===== config.mk =====
export PLATFORM = sky130hd
export DESIGN_NAME = ex_mem_merge
export DESIGN_NICKNAME = d
export VERILOG_FILES = /design/src/rtl/ex_mem_merge.sv
export SDC_FILE = /design/constraint.sdc
export NUM_CORES = 1
export LEC_CHECK = 0
export BUFFER_PORTS_ARGS = -buffer_cell sky130_fd_sc_hd__buf_2
export CAP_MARGIN = 20
export CORE_ASPECT_RATIO = 0.6
export CORE_MARGIN = 3
export CORE_UTILIZATION = 45
export DETAILED_ROUTE_END_ITERATION = 7
export PLACE_DENSITY = 0.72
export SLEW_MARGIN = 0
export SYNTH_ARGS = -nofsm -noshare
export SYNTH_HDL_FRONTEND = slang
export SYNTH_SLANG_ARGS = --single-unit
export TNS_END_PERCENT = 50

===== constraint.sdc =====
create_clock -name i_clk -period 5.9 [get_ports i_clk]
set_input_delay 0.59 -clock i_clk [delete_from_list [all_inputs] [get_ports i_clk]]
set_output_delay 0.59 -clock i_clk [all_outputs]
set_load 0.03 [all_outputs]

===== src/rtl/ex_mem_merge.sv =====
// ----------------------------------------------------------------------------
// ex_mem_merge
//
// Result-merge buffer between the execute stage and the MEM stage. The
// single-cycle ALU and the multi-cycle MUL/DIV unit (MDU) both produce
// pipe_buff_t results. At most one of them is pushed per cycle into a small
// in-order circular FIFO. The head entry is presented to MEM.
//
// pipe_buff_t is carried as a flat 39-bit vector:
//   [38:7] rd_data   [6:2] rd_addr   [1] wren   [0] valid
//
// Parameters
//   DEPTH        FIFO entries, power of two in 2..8
//   MDU_PRIORITY 1: MDU wins simultaneous pushes, 0: ALU wins
//
// Ports
//   i_clk          clock, rising edge
//   i_rst_n        asynchronous active-low reset
//   i_alu_pkg      ALU result; the ALU holds it while o_alu_stall is high
//   i_mdu_pkg      MDU result; held stable until o_mdu_ack
//   i_flush        synchronous pipeline flush; drops same-cycle inputs
//   i_mem_ready    MEM accepts the head entry this cycle
//   o_ex_mem_pkg   head entry to MEM (all zero when not valid)
//   o_alu_stall    ALU result not taken this cycle
//   o_mdu_ack      MDU result pushed this cycle
//   o_occupancy    number of entries held
//
// Flow control: an entry transfers to MEM on any rising edge where
// o_ex_mem_pkg[0] (valid) and i_mem_ready are both high. valid never depends
// on i_mem_ready, and the presented entry stays put until it is taken
// (except on flush or reset).
//
// Optional build macro EX_MEM_BYPASS_EN: when the FIFO is empty and a push
// happens, the winning input is forwarded to o_ex_mem_pkg in the same cycle.
// If MEM also takes it that cycle, it is not written into the FIFO. Without
// the macro the output is purely registered (no input-to-output path).
// ----------------------------------------------------------------------------
module ex_mem_merge #(
    parameter int DEPTH        = 2,
    parameter bit MDU_PRIORITY = 1'b1
) (
    input  logic                       i_clk,
    input  logic                       i_rst_n,
    input  logic [38:0]                i_alu_pkg,
    input  logic [38:0]                i_mdu_pkg,
    input  logic                       i_flush,
    input  logic                       i_mem_ready,
    output logic [38:0]                o_ex_mem_pkg,
    output logic                       o_alu_stall,
    output logic                       o_mdu_ack,
    output logic [$clog2(DEPTH):0]     o_occupancy
);

    localparam int PW = $clog2(DEPTH);
    localparam int CW = PW + 1;

    // ------------------------------------------------------------------
    // State
    // ------------------------------------------------------------------
    logic [31:0]   mem_data [DEPTH];
    logic [4:0]    mem_addr [DEPTH];
    logic          mem_wren [DEPTH];

    logic [PW-1:0] wr_ptr_q;
    logic [PW-1:0] rd_ptr_q;
    logic [CW-1:0] count_q;

    // ------------------------------------------------------------------
    // Source decode
    // ------------------------------------------------------------------
    logic          alu_valid;
    logic          mdu_valid;
    logic          alu_sel;
    logic          mdu_sel;

    assign alu_valid = i_alu_pkg[0];
    assign mdu_valid = i_mdu_pkg[0];

    // With MDU priority the ALU only wins when the MDU is idle; otherwise the
    // ALU wins whenever it is valid. The MDU takes whatever the ALU leaves.
    assign alu_sel = alu_valid & (!MDU_PRIORITY | ~mdu_valid);
    assign mdu_sel = mdu_valid & ~alu_sel;

    // ------------------------------------------------------------------
    // Pop / space / push
    // ------------------------------------------------------------------
    logic          fifo_valid;
    logic          fifo_pop;
    logic          space;
    logic          push;
    logic          bypass;
    logic          write_en;

    assign fifo_valid = (count_q != '0);
    // An empty FIFO has nothing to pop, so i_mem_ready is ignored there.
    assign fifo_pop   = fifo_valid & i_mem_ready;
    // A full FIFO still accepts a push when its head leaves in the same cycle.
    assign space      = (count_q < CW'(DEPTH)) | fifo_pop;
    assign push       = (alu_sel | mdu_sel) & space & ~i_flush;

    assign o_mdu_ack   = mdu_sel & space & ~i_flush;
    assign o_alu_stall = alu_valid & ~(alu_sel & space) & ~i_flush;

    // Winning input, with writes to x0 neutralised before storage so MEM and
    // writeback never need to special-case register zero.
    logic [38:0]   win_pkg;
    logic [31:0]   win_data;
    logic [4:0]    win_addr;
    logic          win_wren;

    assign win_pkg  = mdu_sel ? i_mdu_pkg : i_alu_pkg;
    assign win_data = win_pkg[38:7];
    assign win_addr = win_pkg[6:2];
    assign win_wren = win_pkg[1] & (win_pkg[6:2] != 5'd0);

`ifdef EX_MEM_BYPASS_EN
    // Forward straight to MEM when nothing older is queued. If MEM takes it
    // this cycle it never occupies a FIFO slot.
    assign bypass   = ~fifo_valid & push;
    assign write_en = push & ~(bypass & i_mem_ready);
`else
    assign bypass   = 1'b0;
    assign write_en = push;
`endif

    // ------------------------------------------------------------------
    // Storage array (data path only, no reset needed: the output is gated
    // by fifo_valid so stale contents are never visible)
    // ------------------------------------------------------------------
    always_ff @(posedge i_clk) begin
        if (write_en) begin
            mem_data[wr_ptr_q] <= win_data;
            mem_addr[wr_ptr_q] <= win_addr;
            mem_wren[wr_ptr_q] <= win_wren;
        end
    end

    // ------------------------------------------------------------------
    // Pointers and count. Pointer width is log2(DEPTH), so natural
    // overflow gives the modulo-DEPTH wrap.
    // ------------------------------------------------------------------
    always_ff @(posedge i_clk or negedge i_rst_n) begin
        if (!i_rst_n) begin
            wr_ptr_q <= '0;
            rd_ptr_q <= '0;
            count_q  <= '0;
        end else if (i_flush) begin
            wr_ptr_q <= '0;
            rd_ptr_q <= '0;
            count_q  <= '0;
        end else begin
            if (write_en) begin
                wr_ptr_q <= wr_ptr_q + 1'b1;
            end
            if (fifo_pop) begin
                rd_ptr_q <= rd_ptr_q + 1'b1;
            end
            case ({write_en, fifo_pop})
                2'b10:   count_q <= count_q + 1'b1;
                2'b01:   count_q <= count_q - 1'b1;
                default: count_q <= count_q;
            endcase
        end
    end

    // ------------------------------------------------------------------
    // Output to MEM
    // ------------------------------------------------------------------
    always_comb begin
        o_ex_mem_pkg = '0;
        if (fifo_valid) begin
            o_ex_mem_pkg = {mem_data[rd_ptr_q], mem_addr[rd_ptr_q],
                            mem_wren[rd_ptr_q], 1'b1};
        end else if (bypass) begin
            o_ex_mem_pkg = {win_data, win_addr, win_wren, 1'b1};
        end
    end

    assign o_occupancy = count_q;

endmodule

Word level (Yosys, flattened, before mapping)
Memory sizes are Yosys's and may differ from the RTL's.
Cells that the tools add are included.
- flip-flop bits (word level): 4
- RAM bits: 76
- input port bits: 82
- output and inout port bits: 43
- word-level logic and storage cells: 45
- memories kept: 3
- memories (name ; words ; bits a word ; read ports ; clocked after memory_dff ; write ports ; RTL line ; text):
    mem_data ; 2 ; 32 ; 1 ; 0 ; 1 ; 60 ; logic [31:0] mem_data [DEPTH];
    mem_addr ; 2 ; 5 ; 1 ; 0 ; 1 ; 61 ; logic [4:0] mem_addr [DEPTH];
    mem_wren ; 2 ; 1 ; 1 ; 0 ; 1 ; 62 ; logic mem_wren [DEPTH];
- $add $sub $neg: 4
- $lt $le $gt $ge: 1
- equal/unequal tests: 2
- multiplexer cells: 10
- bitwise logic cells: 17
- reduce and logical (&&, ||, !) cells: 5
- operators with widths (operator ; count):
    $mux W39 ; 2
    $and A1 B1 Y1 ; 11
    $mux W1 ; 6
    $reduce_bool A2 Y1 ; 3
    $reduce_bool A5 Y1 ; 1
    $not A1 Y1 ; 4
    $pmux W2 S2 ; 1
    $reduce_bool A3 Y1 ; 1
    $add A1 B1 Y1 const B ; 2
    $add A2 B1 Y2 const B ; 1
    $eq A2 B1 Y1 const B ; 1
    $eq A2 B2 Y1 const B ; 1
    $lt A2 B2 Y1 const B ; 1
    $mux W2 ; 1
    $or A1 B1 Y1 ; 2
    $sub A2 B1 Y2 const B ; 1

Depth between registers and ports, before layout
- depth in word-level cells: 10
- gate-level depth with buffers: 5
- gate-level depth less buffers: 3

Worst setup path before layout
OpenSTA, ideal clock, no wires.
- path kind: in2reg
- start: input port i_flush
- end: memory mem_addr[1][0], enable pin
- setup time: 0.542 ns
- arrival: 4.806 ns
- setup slack: 0.552 ns
- cell stages on the path: 2
- path buffers: 1
- cell sequence: clkbuf_1 nor4b_1
- longest elaborated chain between the ends: 4
- ends and longest elaborated chain (what ; RTL line ; text):
    start: declaration ; 46 ; input logic i_flush,
    $not A1 Y1 ; 99 ; assign push = (alu_sel | mdu_sel) & space & ~i_flush;
    $and A1 B1 Y1 ; 99 ;
    $mux W1 ; 131 ; if (write_en) begin
    $mux W1 (implied by the code) ; 133 ; mem_addr[wr_ptr_q] <= win_addr;
    end: declaration ; 61 ;
Every way passes these cells.

Worst setup path after layout
- start: register count_q[0] (netlist: o_occupancy[0])
- end: output port o_ex_mem_pkg[32]
- longest elaborated chain between the ends: 2
- ends and longest elaborated chain (what ; RTL line ; text):
    start: declaration ; 66 ; logic [CW-1:0] count_q;
    start signal: assignment ; 159 ; 2'b10: count_q <= count_q + 1'b1;
    start signal: assignment ; 160 ; 2'b01: count_q <= count_q - 1'b1;
    start signal: assignment ; 161 ; default: count_q <= count_q;
    $reduce_bool A2 Y1 ; 94 ; assign fifo_valid = (count_q != '0);
    $mux W39 ; 171 ; if (fifo_valid) begin
    end: declaration ; 48 ; output logic [38:0] o_ex_mem_pkg,
Every way passes these cells.

==> flow_metrics.tcl <==
set metrics [dict create \
    ys_warn_count 0 \
    die_y_um 75.46 \
    cp.required_ps 5310 \
    grt_pass1_vias 2214 \
    synth_nets 320 \
    clk_transition_reported_paths_ps 50 \
    grt_pass1_wl_um 10450 \
    hold_path_class "in2async" \
    synthesis.area_um2 3618 \
    grt_start_max_net_pins 45 \
    vdd_ir_drop_max_v 0.0001532 \
    clkLatencyLatePin_ps 330 \
    antenna_found_initial 0 \
    utilization 0.6114 \
    fin_crit_ps 2536 \
    ys_top_cells_by_area "edfxtp_1 (63%), mux2_2 (11%), mux2i_1 (11%)" \
    wire_per_inst_um 14.88 \
    viasPerCell 4.861 \
    hold_violations 0 \
    pre_cts_slack_ps 3222 \
    ant_nets 0 \
    nNetsFinal 442 \
    final.setup.tns_ps 0 \
    tightest_slew_ps 956.1 \
    gp_congestion 0.7853 \
    fmax_mhz 394.3 \
    port_buffers 124 \
    avgSynthCellArea_um2 15.20 \
    hold_buffers 0 \
    finalClockSkew_ps 4.824 \
    vias 2280 \
    wirelength_um 6977 \
    num_antenna_cells 0 \
    coreArea_um2 7537 \
    cts_tree "built" \
    dp_hpwl_um 4776 \
    grt_overflow 0 \
    setup_ws_ps 3364 \
    start_util 0.4801 \
    power.total_mw 1.508 \
    drc 0 \
    leakage_nw 1.839 \
    netlist.area_leader.share 0.6307 \
    cts.path.max_buffers 2 \
    relSlewSlack 0.3626 \
    rsz0062_at_grt "false" \
    syn2layout_area_growth_pct 27.35 \
    synth-seq-cells 80 \
    ys_seq_area_frac 0.6584 \
    cts_htree_levels 3 \
    worst_setup_path_end_kind "output port" \
    cts-root-buf "clkbuf_16" \
    dr.pass1.iters 4 \
    cp.arrival_ps 1950 \
    start_kind "flop" \
    status "finished clean" \
    slew_violations 0 \
    drtIter0Drc 108 \
    die_w_um 121.8 \
    clkSinkCount 80 \
    finalInstanceArea_um2 4608 \
    ctsResizeCount 0 \
    ios 125 \
    yosysTopAreaCell "edfxtp_1" \
    drive_above_1_share 0.5068 \
    numCtsBuffers 9 \
    setup_viol_count_final 0 \
    place_area_um2 4299 \
    cap_violations 0 \
    die_area_um2 9188 \
    rows 24 \
    synth.distinct_cells 26 \
    cp_max_fo 40 \
    synth_cells 238 \
    finalCritPeriodShare 0.4298 \
    track_usage 0.1515 \
    p_per_area_nw_per_um2 327.2 \
    worstSetupPathType "reg2out" \
    postCtsSetupBuffers 0 \
]
## synth_stat cells
library cell / number
nor3b_1: 2
a21oi_1: 4
dfrtp_1: 4
nor2b_1: 2
clkbuf_1: 2
o21ai_0: 3
a221oi_1: 1
or3_1: 1
o32ai_1: 1
nand2b_1: 2
buf_6: 3
nor3_2: 1
inv_1: 1
nor2_2: 1
buf_2: 7
xor2_1: 1
o22ai_1: 1
mux2_4: 2
nor2_1: 42
mux2_2: 35
nor4b_1: 1
mux2i_1: 39
nor4_1: 1
buf_4: 4
edfxtp_1: 76
nor2b_2: 1
## layer usage
layer / vias to the layer above / GRT usage / part of all wire
met5: - / 0 / 0
met4: 0 / 0.03354 / 0.0053
met3: 6 / 0.05786 / 0.099
met2: 104 / 0.2451 / 0.46
met1: 1047 / 0.1988 / 0.44
li1: 1123 / - / -
## logic make-up (layout without fill, tap and decap cells)
family / count (synthesis) / in the layout / synth area share
AOI/OAI and AO/OA: 10 / 10 / 0.01625
xor gates and xnor gates: 1 / 1 / 0.002421
buffers and inverters: 17 / 144 / 0.03043
DFF: 80 / 80 / 0.6584
muxes: 76 / 76 / 0.2251
and+or+nand+nor: 54 / 54 / 0.06743
## report_power, final
| group | switching (mW) | internal [mW] | leakage, nW |
|---|---|---|---|
| Sequential | 0.0148 | 0.667 | 0.755 |
| Combinational | 0.193 | 0.109 | 0.944 |
| Clock | 0.199 | 0.325 | 0.140 |
| Total | 0.406 | 1.10 | 1.84 |
## cell usage in the layout (no fill, tap or decap), drive strengths merged
cell type / instances
buf: 127
edfxtp: 76
nor2: 43
mux2i: 39
mux2: 37
clkbuf: 10
a21oi: 4
dfrtp: 4
clkinv: 4
o21ai: 3
nor2b: 3
nor3b: 2
nand2b: 2
nor4: 1
o32ai: 1
nor3: 1
nor4b: 1
a221oi: 1
or3: 1
xor2: 1
o22ai: 1
inv: 1
clkinvlp: 1
bufinv: 1
## layout make-up
type                       instances  area, um^2
clock inverter                     6       60.06
timing repair buffer             127       655.6
sequential                        80        2384
clock buffer                      10       229.0
tap                              104       130.1
multi-input combinational        141        1146
inverter                           1       3.754
fill                             604        2929
## worst max-delay path, stage by stage (launching register included)
cell     delay, ps
dfrtp_1        450
nor2_4         760
nor2_1         180
buf_2          230
## stage by stage
| step | hold slack, ps | cells |
|---|---|---|
| after floorplan | 294.4 | 238 |
| after global placement | 398.8 | 452 |
| after detailed placement | 400.7 | 452 |
| after CTS | 54.98 | 468 |
| after global routing | 50.92 | 469 |
| final | 61.56 | 469 |
## state kept, by name, indices dropped and copies added (netlist names)
| signal | flops |
|---|---|
| o_occupancy | 2 |
| wr_ptr_q | 1 |
| mem_data | 64 |
| mem_wren | 2 |
| rd_ptr_q | 1 |
| mem_addr | 10 |
## worst paths after layout
path	cells after the start	from	slack (ps)	to
max in group asynchronous	1	i_rst_n	5710	rd_ptr_q
min in group i_clk	2	i_flush	550	o_occupancy[1]
min	1	i_rst_n	60	o_occupancy[1]
min reg2reg	2	wr_ptr_q	600	wr_ptr_q
max	3	o_occupancy[0]	3360	o_ex_mem_pkg[32]
max reg2reg	3	o_occupancy[1]	4160	mem_addr[1][2]
No activity file was read; power rests on OpenSTA's default activity.
